--- src/rtl/mem_port_arbiter.sv ---
// Arbitrates a single-ported unified memory between instruction fetch and load/store.
// MEM has fixed priority; each access runs IDLE -> BUSY_x -> DONE with a bounded wait for ram_ack.
module mem_port_arbiter #(
    parameter int ADDR_W  = 16,
    parameter int DATA_W  = 16,
    parameter int TIMEOUT = 15
) (
    input  logic              clk,
    input  logic              rst,
    input  logic              if_req,
    input  logic [ADDR_W-1:0] if_addr,
    output logic [DATA_W-1:0] if_rdata,
    output logic              if_ready,
    input  logic              mem_rd,
    input  logic              mem_wr,
    input  logic [ADDR_W-1:0] mem_addr,
    input  logic [DATA_W-1:0] mem_wdata,
    output logic [DATA_W-1:0] mem_rdata,
    output logic              mem_ready,
    output logic              ram_req,
    output logic              ram_we,
    output logic [ADDR_W-1:0] ram_addr,
    output logic [DATA_W-1:0] ram_wdata,
    input  logic [DATA_W-1:0] ram_rdata,
    input  logic              ram_ack,
    output logic              stall_if,
    output logic              stall_mem,
    output logic              err
);

    localparam logic [1:0] ST_IDLE     = 2'd0;
    localparam logic [1:0] ST_BUSY_IF  = 2'd1;
    localparam logic [1:0] ST_BUSY_MEM = 2'd2;
    localparam logic [1:0] ST_DONE     = 2'd3;
    localparam logic [3:0] TIMEOUT_M1  = 4'(TIMEOUT - 1);

    logic [1:0]        state_r, state_nx_s;
    logic [3:0]        cnt_r, cnt_nx_s;
    logic              ram_req_r, ram_req_nx_s;
    logic              ram_we_r, ram_we_nx_s;
    logic [ADDR_W-1:0] ram_addr_r, ram_addr_nx_s;
    logic [DATA_W-1:0] ram_wdata_r, ram_wdata_nx_s;
    logic [DATA_W-1:0] if_rdata_r, if_rdata_nx_s;
    logic [DATA_W-1:0] mem_rdata_r, mem_rdata_nx_s;
    logic              if_ready_r, if_ready_nx_s;
    logic              mem_ready_r, mem_ready_nx_s;
    logic              err_r, err_nx_s;
    logic              mem_any_s;
    logic              timeout_s;

    assign mem_any_s = mem_rd | mem_wr;
    // The counter value TIMEOUT-1 marks the last permitted BUSY cycle.
    assign timeout_s = (cnt_r == TIMEOUT_M1);

    // State register.
    always_ff @(posedge clk) begin
        if (rst) begin
            state_r <= ST_IDLE;
        end else begin
            state_r <= state_nx_s;
        end
    end

    // Next-state logic; requests are only considered in IDLE.
    always_comb begin
        state_nx_s = state_r;
        case (state_r)
            ST_IDLE: begin
                if (mem_any_s) begin
                    state_nx_s = ST_BUSY_MEM;
                end else if (if_req) begin
                    state_nx_s = ST_BUSY_IF;
                end else begin
                    state_nx_s = ST_IDLE;
                end
            end
            ST_BUSY_IF, ST_BUSY_MEM: begin
                if (ram_ack || timeout_s) begin
                    state_nx_s = ST_DONE;
                end else begin
                    state_nx_s = state_r;
                end
            end
            ST_DONE: state_nx_s = ST_IDLE;
            default: state_nx_s = ST_IDLE;
        endcase
    end

    // Next values of the registered outputs and wait counter.
    always_comb begin
        cnt_nx_s       = cnt_r;
        ram_req_nx_s   = ram_req_r;
        ram_we_nx_s    = ram_we_r;
        ram_addr_nx_s  = ram_addr_r;
        ram_wdata_nx_s = ram_wdata_r;
        if_rdata_nx_s  = if_rdata_r;
        mem_rdata_nx_s = mem_rdata_r;
        if_ready_nx_s  = 1'b0;
        mem_ready_nx_s = 1'b0;
        err_nx_s       = err_r;
        case (state_r)
            ST_IDLE: begin
                if (mem_any_s) begin
                    ram_req_nx_s   = 1'b1;
                    ram_we_nx_s    = mem_wr;
                    ram_addr_nx_s  = mem_addr;
                    ram_wdata_nx_s = mem_wdata;
                end else if (if_req) begin
                    ram_req_nx_s  = 1'b1;
                    ram_we_nx_s   = 1'b0;
                    ram_addr_nx_s = if_addr;
                end else begin
                    ram_req_nx_s = 1'b0;
                end
            end
            ST_BUSY_IF: begin
                cnt_nx_s = cnt_r + 4'd1;
                if (ram_ack) begin
                    ram_req_nx_s  = 1'b0;
                    if_rdata_nx_s = ram_rdata;
                    if_ready_nx_s = 1'b1;
                end else if (timeout_s) begin
                    ram_req_nx_s  = 1'b0;
                    err_nx_s      = 1'b1;
                    if_rdata_nx_s = {DATA_W{1'b0}};
                    if_ready_nx_s = 1'b1;
                end else begin
                    ram_req_nx_s = 1'b1;
                end
            end
            ST_BUSY_MEM: begin
                cnt_nx_s = cnt_r + 4'd1;
                if (ram_ack) begin
                    ram_req_nx_s   = 1'b0;
                    mem_ready_nx_s = 1'b1;
                    if (!ram_we_r) begin
                        mem_rdata_nx_s = ram_rdata;
                    end else begin
                        mem_rdata_nx_s = mem_rdata_r;
                    end
                end else if (timeout_s) begin
                    ram_req_nx_s   = 1'b0;
                    err_nx_s       = 1'b1;
                    mem_rdata_nx_s = {DATA_W{1'b0}};
                    mem_ready_nx_s = 1'b1;
                end else begin
                    ram_req_nx_s = 1'b1;
                end
            end
            ST_DONE: begin
                cnt_nx_s     = 4'd0;
                ram_req_nx_s = 1'b0;
            end
            default: begin
                cnt_nx_s     = 4'd0;
                ram_req_nx_s = 1'b0;
            end
        endcase
    end

    // Output and counter registers.
    always_ff @(posedge clk) begin
        if (rst) begin
            cnt_r       <= 4'd0;
            ram_req_r   <= 1'b0;
            ram_we_r    <= 1'b0;
            ram_addr_r  <= {ADDR_W{1'b0}};
            ram_wdata_r <= {DATA_W{1'b0}};
            if_rdata_r  <= {DATA_W{1'b0}};
            mem_rdata_r <= {DATA_W{1'b0}};
            if_ready_r  <= 1'b0;
            mem_ready_r <= 1'b0;
            err_r       <= 1'b0;
        end else begin
            cnt_r       <= cnt_nx_s;
            ram_req_r   <= ram_req_nx_s;
            ram_we_r    <= ram_we_nx_s;
            ram_addr_r  <= ram_addr_nx_s;
            ram_wdata_r <= ram_wdata_nx_s;
            if_rdata_r  <= if_rdata_nx_s;
            mem_rdata_r <= mem_rdata_nx_s;
            if_ready_r  <= if_ready_nx_s;
            mem_ready_r <= mem_ready_nx_s;
            err_r       <= err_nx_s;
        end
    end

    assign ram_req   = ram_req_r;
    assign ram_we    = ram_we_r;
    assign ram_addr  = ram_addr_r;
    assign ram_wdata = ram_wdata_r;
    assign if_rdata  = if_rdata_r;
    assign mem_rdata = mem_rdata_r;
    assign if_ready  = if_ready_r;
    assign mem_ready = mem_ready_r;
    assign err       = err_r;
    assign stall_if  = if_req & ~if_ready_r;
    assign stall_mem = mem_any_s & ~mem_ready_r;

endmodule

--- config.mk ---
export PLATFORM = sky130hd
export DESIGN_NAME = mem_port_arbiter
export DESIGN_NICKNAME = d
export VERILOG_FILES = /design/src/rtl/mem_port_arbiter.sv
export SDC_FILE = /design/constraint.sdc
export NUM_CORES = 1
export LEC_CHECK = 0
export BUFFER_PORTS_ARGS = -buffer_cell sky130_fd_sc_hd__buf_2
export CAP_MARGIN = 20
export CORE_MARGIN = 2
export CORE_UTILIZATION = 50
export CTS_CLUSTER_DIAMETER = 60
export DETAILED_ROUTE_END_ITERATION = 10
export GPL_ROUTABILITY_DRIVEN = 0
export GPL_TIMING_DRIVEN = 0
export HOLD_SLACK_MARGIN = 0.1
export PLACE_DENSITY = 0.83
export SETUP_SLACK_MARGIN = 0.3
export SYNTH_ARGS = -nofsm -noshare
export SYNTH_HDL_FRONTEND = slang
export SYNTH_SLANG_ARGS = --single-unit
--- constraint.sdc ---
create_clock -name clk -period 3.2 [get_ports clk]
set_input_delay 0.16 -clock clk [delete_from_list [all_inputs] [get_ports clk]]
set_output_delay 0.16 -clock clk [all_outputs]
set_load 0.005 [all_outputs]
==> results.md, run 1 <==
Logic synthesis:
- Synthesis produced a netlist whose cell count is slightly below 400.
- Yosys printed 0 warnings.
- The number of synthesized register bits is 75.
- Counting flops with an async set or reset pin after synthesis yields a share of 0%.
- For this run, the register share of the synthesized area comes to approximately 45%.
- The most common flop cell mapped by yosys is sky130_fd_sc_hd__dfxtp_1.
- The library cell with the largest summed area after synthesis is sky130_fd_sc_hd__dfxtp_1.
- The number of flops mapped to enable cells by yosys is 0.
- The share of synthesized area in the top cell type comes to 44.8%.
- The mean cell area of the mapped netlist is approximately 8.7 sq um.
- The number of distinct standard cells referenced by the synthesized netlist is 36.
- The library cell with the highest instance count after synthesis is sky130_fd_sc_hd__dfxtp_1.
- By area the synthesized netlist is led by sky130_fd_sc_hd__dfxtp_1 45%, sky130_fd_sc_hd__a21oi_1 11%, sky130_fd_sc_hd__a311oi_2 7.6%.
- The commonest cells after synthesis are 75 x sky130_fd_sc_hd__dfxtp_1, 71 x sky130_fd_sc_hd__a21oi_1, 65 x sky130_fd_sc_hd__nand2_1.
- The number of nets handed over by synthesis was 464.
- The cell area after synthesis is 0.00335 sq mm.

Clocking:
- Clock-pin slew was measured on the worst setup and hold paths at 80 ps.
- The count of cells resized by post-cts repair is 0.
- In this run the clock root is driven by a sky130_fd_sc_hd__clkbuf_8.
- The clock net in this run drives a total of 75 sinks.
- The longest clock path from root to sink contains 2 buffers.
- TritonCTS built the clock tree.
- The deepest level of the CTS H-tree is 3.
- Buffers inserted during clock tree synthesis total 9.
- At the later pin of the worst-skew pair, clock insertion delay measures between 300 and 400 ps.

Timing:
- The number of endpoints with negative hold slack in the final report was 0.
- In the finished design, the share of the clock period the worst path needs comes to between 50% and 60%.
- Adding up every negative setup slack in the final design gives 0 ps.
- The routed design could run at a clock period as short as between 1500 and 2000 ps.
- Setup violations remaining at the end of the flow were counted as 0.
- The number of pins with negative max-slew slack in the final report came to 0.
- The maximum clock frequency is 0.561 GHz.
- The worst-margin pin slew is 747 ps.
- In this run the tightest slew margin relative to its limit is between 50 and 60%.
- Setup repair after global routing left no endpoint under its margin.
- The clock tree skew after final layout is 9.29 ps.

Route:
- The initial detailed-routing violation count is 232.
- Summing over every cut layer, the via total after detailed routing is 3476.
- The first TritonRoute pass finished after 8 iterations.
- The detailed-route DRC error count is 13.
- The antenna violation net count after detailed routing is 0.
- The routed wire length is approximately 9.5 mm.
- Dividing the detail-routed wire length by the instance count gives 14.5 um.
- In the routed layout, each cell is associated on average with a via count of ~5.3.

Place:
- The wire-length estimate of the detail-placed layout is 6.47 mm.
- Counting tap cells, the placed design contains a total of roughly 600 instances.
- During placement, the flow inserted port buffers numbering 139.

GRT:
- The via count of the first global-routing pass was 3158.
- The total global-route track usage is 25.0%.
- After global routing the overflow that remains totals 0.
- The met1 routing resource usage after global routing is roughly a third.
- The pin count of the biggest net entering global routing is 13.
- For met3 alone, demand over resource in global routing was 4.33%.
- The initial antenna violation count came to 0.
- After global routing, the most crowded layer is met2.
- The global-route wire length before repair is 14.7 mm.
- The global-route track usage on met2 is between 40% and 50%.

Outcome:
- The checks that failed: design-rule violations.
- The run finished, with violations left.

Flow run:
- Across the run, the number of max-cap violations was 0.

Floorplanning:
- The vertical extent of the die is around 86 um.
- The standard cell core area is around 0.0064 sq mm.
- For this design the top-level I/O count stands at 141.
- The area of the die is 0.00737 sq mm.
- The initial core utilization is 52.1%.
- The width of the die is 85.8 um.
- In this run the core area contains 29 standard-cell rows.

Setup path:
- The required time of the worst setup path is roughly 3500 ps.
- In this run the worst path has a maximum fanout of 10.
- By startpoint and endpoint, the worst setup path is classified as flop to flop.
- Counting cells, the worst reg-to-reg path comes to 6.
- The startpoint identified for the worst register-to-register timing path is cnt_r[0].
- Setup slack on the worst reg-to-reg path comes out at 1420 ps.
- The end of the worst register-to-register path is if_rdata[13].
- The worst setup path is captured at a flop.
- Data arrives at the worst endpoint at 2040 ps.
- The kind of launch point of the worst setup path is a flop.

Min path:
- For hold timing, the worst endpoint is ram_addr[1].
- The worst min-delay path class is input port to flop.
- The cell depth of the worst hold path is 3.
- The startpoint of the worst hold path is if_addr[1].

Layout:
- Registers take 0.00150 sq mm.
- The count of placed standard cells in the final layout, fillers left out is 655.
- The signed area change from the synthesized netlist to the final layout is 40.5%.
- The multi-input logic area is 0.00165 sq mm.
- The fraction of layout cells with a size suffix above 1 is 35.5%.
- The final design utilization is 73.3%.
- The layout has 509 filler cells.
- The number of antenna repair diodes is 0.
- The count of nets after finishing is 650.

Power and ir drop:
- In this run the static leakage power is 2.07 nW.
- The power per cell area is 766 mW/mm^2.
- The highest ir drop seen on vdd is 0.425 mV.
-- logic make-up after synthesis --
family                     count (synthesis)  share of synthesized area [%]
AOI/OAI and AO/OA                        132                           26.3
adders and majority gates                  7                           2.62
buffers and inverters                     35                           6.02
DFF                                       75                           44.8
and+or+nand+nor                          138                           20.2
-- placed cells by master (no fill, tap or decap), types with 6 or more instances in the layout --
master                            n
sky130_fd_sc_hd__o21ai_0         34
sky130_fd_sc_hd__nand2_1         65
sky130_fd_sc_hd__dlygate4sd3_1   36
sky130_fd_sc_hd__clkbuf_8        11
sky130_fd_sc_hd__nor2_2          14
sky130_fd_sc_hd__clkbuf_1        15
sky130_fd_sc_hd__dfxtp_1         75
sky130_fd_sc_hd__a311oi_2        17
sky130_fd_sc_hd__nor2b_1         19
sky130_fd_sc_hd__nand3_1         17
sky130_fd_sc_hd__a21oi_1         71
sky130_fd_sc_hd__buf_2          147
sky130_fd_sc_hd__nor2_1           6
sky130_fd_sc_hd__ha_1             7
-- registers in the layout (all words and copies together), names as in the netlist --
signal / cells
ram_addr: 16
mem_ready: 1
cnt_r: 4
ram_req: 1
ram_wdata: 16
err: 1
state_r: 2
if_ready: 1
if_rdata: 16
ram_we: 1
mem_rdata: 16
-- worst max-delay path: stages (launching register included) --
cell	delay, ps
sky130_fd_sc_hd__dfxtp_1	420
sky130_fd_sc_hd__inv_1	70
sky130_fd_sc_hd__ha_1	230
sky130_fd_sc_hd__a31oi_1	190
sky130_fd_sc_hd__clkbuf_1	430
sky130_fd_sc_hd__o21ai_0	180
sky130_fd_sc_hd__a21oi_1	190
-- cell type report --
type | count | share of cell area [%]
clock inverter | 4 | 1.04
buffer | 30 | 3.88
clock buffer | 12 | 3.30
sequential | 75 | 31.9
inverter | 5 | 0.399
tap | 77 | 2.05
timing repair buffer | 175 | 22.4
multi-input combinational | 277 | 35.0
-- repair_timing --
action	4_1_cts	5_1_grt
endpoints found under the hold margin	36	0
setup buffers	0	0
hold buffers	36	0
-- layer usage --
layer | up-vias | wire, um
li1 | 1726 | -
met1 | 1599 | 4010
met2 | 141 | 4740
met3 | 10 | 649
met4 | 0 | 85
met5 | - | 0
-- worst max path at each step --
stage	start	to	cells past startpoint
2_1_floorplan	state_r[0]	mem_rdata[5]	7
3_3_place_gp	state_r[0]	mem_rdata[6]	7
3_5_place_dp	state_r[0]	mem_rdata[7]	7
4_1_cts	state_r[0]	mem_rdata[5]	7
5_1_grt	cnt_r[0]	if_rdata[13]	6
6_report	cnt_r[0]	if_rdata[13]	6
-- power by group --
group	internal (mW)	switching (mW)	total, mW	leakage [nW]
Combinational	0.712	0.836	1.55	1.35
Clock	0.402	0.338	0.741	0.106
Sequential	1.17	0.146	1.32	0.615
-- per-stage QoR --
stage	worst slack, ps	hold slack [ps]	power, mW	instance area (sq um)
finish	1420	112	3.60	4700
global route	1270	116	3.84	4700
CTS	1460	102	3.61	4700
detailed placement	1470	407	2.84	4140
global placement	1520	400	2.79	4140
floorplan	1700	296	2.36	3350
Power figures use the tool's default switching activity.
==> run 2, diff against run 1 <==
--- a/config.mk
+++ b/config.mk
@@ -8,13 +8,13 @@
 export BUFFER_PORTS_ARGS = -buffer_cell sky130_fd_sc_hd__buf_2
 export CAP_MARGIN = 20
 export CORE_MARGIN = 2
-export CORE_UTILIZATION = 50
+export CORE_UTILIZATION = 43
 export CTS_CLUSTER_DIAMETER = 60
 export DETAILED_ROUTE_END_ITERATION = 10
 export GPL_ROUTABILITY_DRIVEN = 0
 export GPL_TIMING_DRIVEN = 0
 export HOLD_SLACK_MARGIN = 0.1
-export PLACE_DENSITY = 0.83
+export PLACE_DENSITY = 0.76
 export SETUP_SLACK_MARGIN = 0.3
 export SYNTH_ARGS = -nofsm -noshare
 export SYNTH_HDL_FRONTEND = slang
==> constraint.sdc (replaced) <==
create_clock -name clk -period 1.5 [get_ports clk]
set_input_delay 0.075 -clock clk [delete_from_list [all_inputs] [get_ports clk]]
set_output_delay 0.075 -clock clk [all_outputs]
set_load 0.005 [all_outputs]
==> run 2 against run 1 <==
  * The flow now finishes without violations
  * Register-to-register slack lost 1400 ps
  * Cell count grew 14%
  * Flip-flop and latch count is the same
  * Total power grew to 3.0 times the previous value
  * Combinational power grew to 4.0 times the previous value
  * Clock power grew 120%
  * Largest cell class unchanged
  * Largest power group unchanged
  * Highest routed layer unchanged
==> results.md, run 2 (synthesis results as in run 1) <==
Min path:
- The cell depth of the worst hold path is 3 (unchanged).
- The worst min-delay path class is input port to flop.
- The worst hold path terminates at ram_addr[1].
- The startpoint identified for the worst hold timing path is mem_addr[1].

Timing:
- The summed negative setup slack over all endpoints is 0 ps (unchanged).
- The clock tree skew after final layout is 8.71 ps (-0.587 ps).
- The portion of the clock cycle consumed by the worst path in the final layout came to 97.4% (+42 points).
- The minimum clock period was 1460 ps (-320 ps).
- The number of endpoints with negative hold slack in the final report is 0 (unchanged).
- Setup repair after global routing could not meet its margin everywhere.
- The worst-margin pin slew is 750 ps (+3.42 ps).
- The final setup violation count is 0 (unchanged).
- The maximum clock frequency is 0.684 GHz (+22%).
- The number of pins with negative max-slew slack in the final report is 0 (unchanged).
- The normalized max-slew margin is 50.0% (-0.23 points).

Setup path:
- The depth of the worst register-to-register path is 7 (+1).
- The buffers plus inverters on the worst setup path is 3 (+1).
- The maximum fanout along the worst path was 5 (-5).
- The data arrival time of the worst path came to 1720 ps (-320 ps).
- The capturing element type of the critical path is a flop.
- The highest cell delay on the worst timing path is 380 ps (-50 ps).
- The reg-to-reg setup timing slack came to 40 ps (-1380 ps).
- The standard cell with the maximum stage delay on the critical path is sky130_fd_sc_hd__dfxtp_4.
- The cell family contributing the most delay on the critical path is compound AO/OA/AOI/OAI gates.
- The critical path goes through inv_6, ha_4, o31a_4, buf_12, buf_16, nor2_4, a311oi_2.
- The startpoint of the worst register-to-register path is state_r[1].
- The critical path class is flop to flop.
- The kind of launch point of the worst setup path is a flop.
- The endpoint identified for the worst register-to-register timing path is ram_addr[5].
- The required time of the worst setup path is 1750 ps (-1710 ps).

Floorplanning:
- The initial core utilization came to 43.8% (-8.4 points).
- The row count is 32 (+10%).
- The width of the die was 92.2 um (+7.5%).
- The vertical extent of the die is 92.2 um (+7.5%).
- The top-level port count is 141 (unchanged).
- The standard cell core area is 0.00765 sq mm (+19%).
- The area of the die is 0.00851 sq mm (+15%).

Flow run:
- The number of maximum-capacitance constraint violations came to 0 (unchanged).

Place:
- The total cell area at the placement stage is 0.00440 sq mm (+6.2%).
- The count of buffers from port buffering is 139 (unchanged).
- The detailed placement HPWL is 7.11 mm (+9.8%).

Layout:
- The multi-input logic area was 0.00233 sq mm (+41%).
- The number of inserted filler cells in the final layout was 415 (-18%).
- The signed area change from the synthesized netlist to the final layout is 87.4%.
- The commonest non-fill, non-tap cell in the layout is sky130_fd_sc_hd__buf_2.
- The final instance area is 0.00628 sq mm (+33%).
- The register cell area after layout is 0.00152 sq mm (+1.1%).
- The fraction of layout cells with a size suffix above 1 is 57.2% (+22 points).
- The count of nets after finishing came to 715 (+10%).
- The number of antenna repair diodes was 0 (unchanged).
- In the layout the commonest cells are 144 x sky130_fd_sc_hd__buf_2, 70 x sky130_fd_sc_hd__dfxtp_1, 64 x sky130_fd_sc_hd__dlygate4sd3_1.

Route:
- The routed length per instance is 20.1 um (+39%).
- The number of vias per cell after detailed routing came to 5.60 (+5.6%).
- The routed wire length is 14.9 mm (+57%).
- The detailed-router iteration count before antenna repair came to 4 (-4).
- The antenna violation net count after detailed routing is 0 (unchanged).
- The detailed-route DRC error count is 0 (-13).
- The initial detailed-routing violation count is 168 (-28%).
- The count of vias placed by the detailed router came to 4168 (+20%).

Power and ir drop:
- The leakage power is 2.68 nW (+30%).
- The relative contribution of combinational cells to total power is 57.7% (+15 points).
- The switching share of total power is 40.1% (+3.5 points).
- The internal power contribution came to 6.51 mW (+190%).
- The highest ir drop seen on vdd is 0.856 mV (+100%).
- The proportion of power drawn by flip-flops and latches is 27.6% (-8.9 points).
- The fraction of power consumed by the clock network is 14.7% (-5.8 points).
- The power per cell area is 1730 mW/mm^2 (+130%).
- The switching power total is 4.37 mW (+230%).

Clocking:
- The clock root buffer master is sky130_fd_sc_hd__clkbuf_8.
- The total number of clock tree sinks was 75 (unchanged).
- The deepest level of the CTS H-tree is 3 (unchanged).
- The clock-pin transition on the worst setup and hold timing paths is 90 ps (about the same).
- TritonCTS built the clock tree.
- The clock buffer count from CTS came to 9 (unchanged).
- The insertion delay to the later sink of the worst-skew pair is 350 ps (about the same).
- The maximum clock path buffer count is 2 (unchanged).

GRT:
- The total global-route track usage is 30.1% (+5.1 points).
- The global-route wire length before repair was 20.3 mm (+38%).
- The via count of the first global-routing pass is 4241 (+34%).
- The pin count of the biggest net entering global routing is 14 (+1).
- The initial antenna violation count came to 0 (unchanged).
- The remaining global-route overflow is 0 (unchanged).

Outcome:
- The flow ran to the end, and the final reports show no timing, DRC or antenna violations.
## run 2: cell types whose count changed in the layout (fill, tap and decap cells not counted), moves of 18 or more
cell	delta
sky130_fd_sc_hd__a21oi_1	-52
sky130_fd_sc_hd__a21oi_2	+46
sky130_fd_sc_hd__nand2_1	-32
sky130_fd_sc_hd__dlygate4sd3_1	+28
sky130_fd_sc_hd__nand2_4	+19
sky130_fd_sc_hd__buf_4	+18
## run 2: worst max-delay path by stage
stage                    start       endpoint  slack [ps]  depth (start not counted)
floorplan           state_r[0]   mem_rdata[6]         190                          7
global route        state_r[1]    ram_addr[3]           2                          6
CTS                 state_r[0]   mem_rdata[1]         110                          7
global placement      cnt_r[1]  mem_rdata[13]           2                          5
finish              state_r[1]    ram_addr[5]          40                          7
detailed placement    cnt_r[1]   mem_rdata[8]         -40                          5
## run 2: final cells by class
| type | instances | share of cell area (%) |
|---|---|---|
| multi-input combinational | 277 | 37.1 |
| timing repair buffer | 240 | 28.5 |
| sequential | 75 | 24.2 |
| buffer | 30 | 4.65 |
| tap | 102 | 2.03 |
| clock buffer | 9 | 1.97 |
| clock inverter | 6 | 1.04 |
| inverter | 5 | 0.578 |
## run 2: repair_timing
item                                   CTS  global route
endpoints found under the hold margin   64             4
cloned                                   5             3
pin swaps                               34            40
setup endpoints to repair               68            75
setup buffers                           21             8
resized for setup                       71           122
hold buffers                            63             1
## run 2: through the flow
step / hold slack (ps) / utilization (%) / setup slack [ps] / instances / power, mW
after detailed placement: 326 / 57.5 / -42.0 / 628 / 6.61
after global routing: 70.7 / 82.1 / 1.76 / 744 / 11.3
after floorplan: 211 / - / 191 / 387 / 5.55
final: 62.6 / 82.1 / 39.0 / 744 / 10.9
after CTS: 50.5 / 74.5 / 113 / 732 / 9.47
after global placement: 317 / 57.5 / 2.05 / 628 / 6.52
## run 2: worst reg2reg max path, delay by kind of cell (launching register included)
kind / cells / cell delay (ps)
AO/OA/AOI/OAI: 2 / 450
adder cells (fa/ha/maj): 1 / 150
buffers and inverters: 3 / 340
flip-flops: 1 / 380
AND/OR/NAND/NOR: 1 / 50
## run 2: per-layer routing
metal | track usage, % | up-vias | wire length, um
li1 | - | 1859 | -
met1 | 32.6 | 1999 | 5470
met2 | 53.6 | 246 | 7770
met3 | 9.04 | 64 | 1110
met4 | 14.1 | 0 | 592
met5 | 0 | - | 0
## run 2: power by group through the flow
stage	clock network (mW)	registers [mW]	logic [mW]
after floorplan	0	2.95	2.60
after global placement	0	2.91	3.61
after detailed placement	0	2.94	3.67
after CTS	1.55	2.90	5.01
after global routing	1.67	3.04	6.60
final	1.60	3.01	6.27
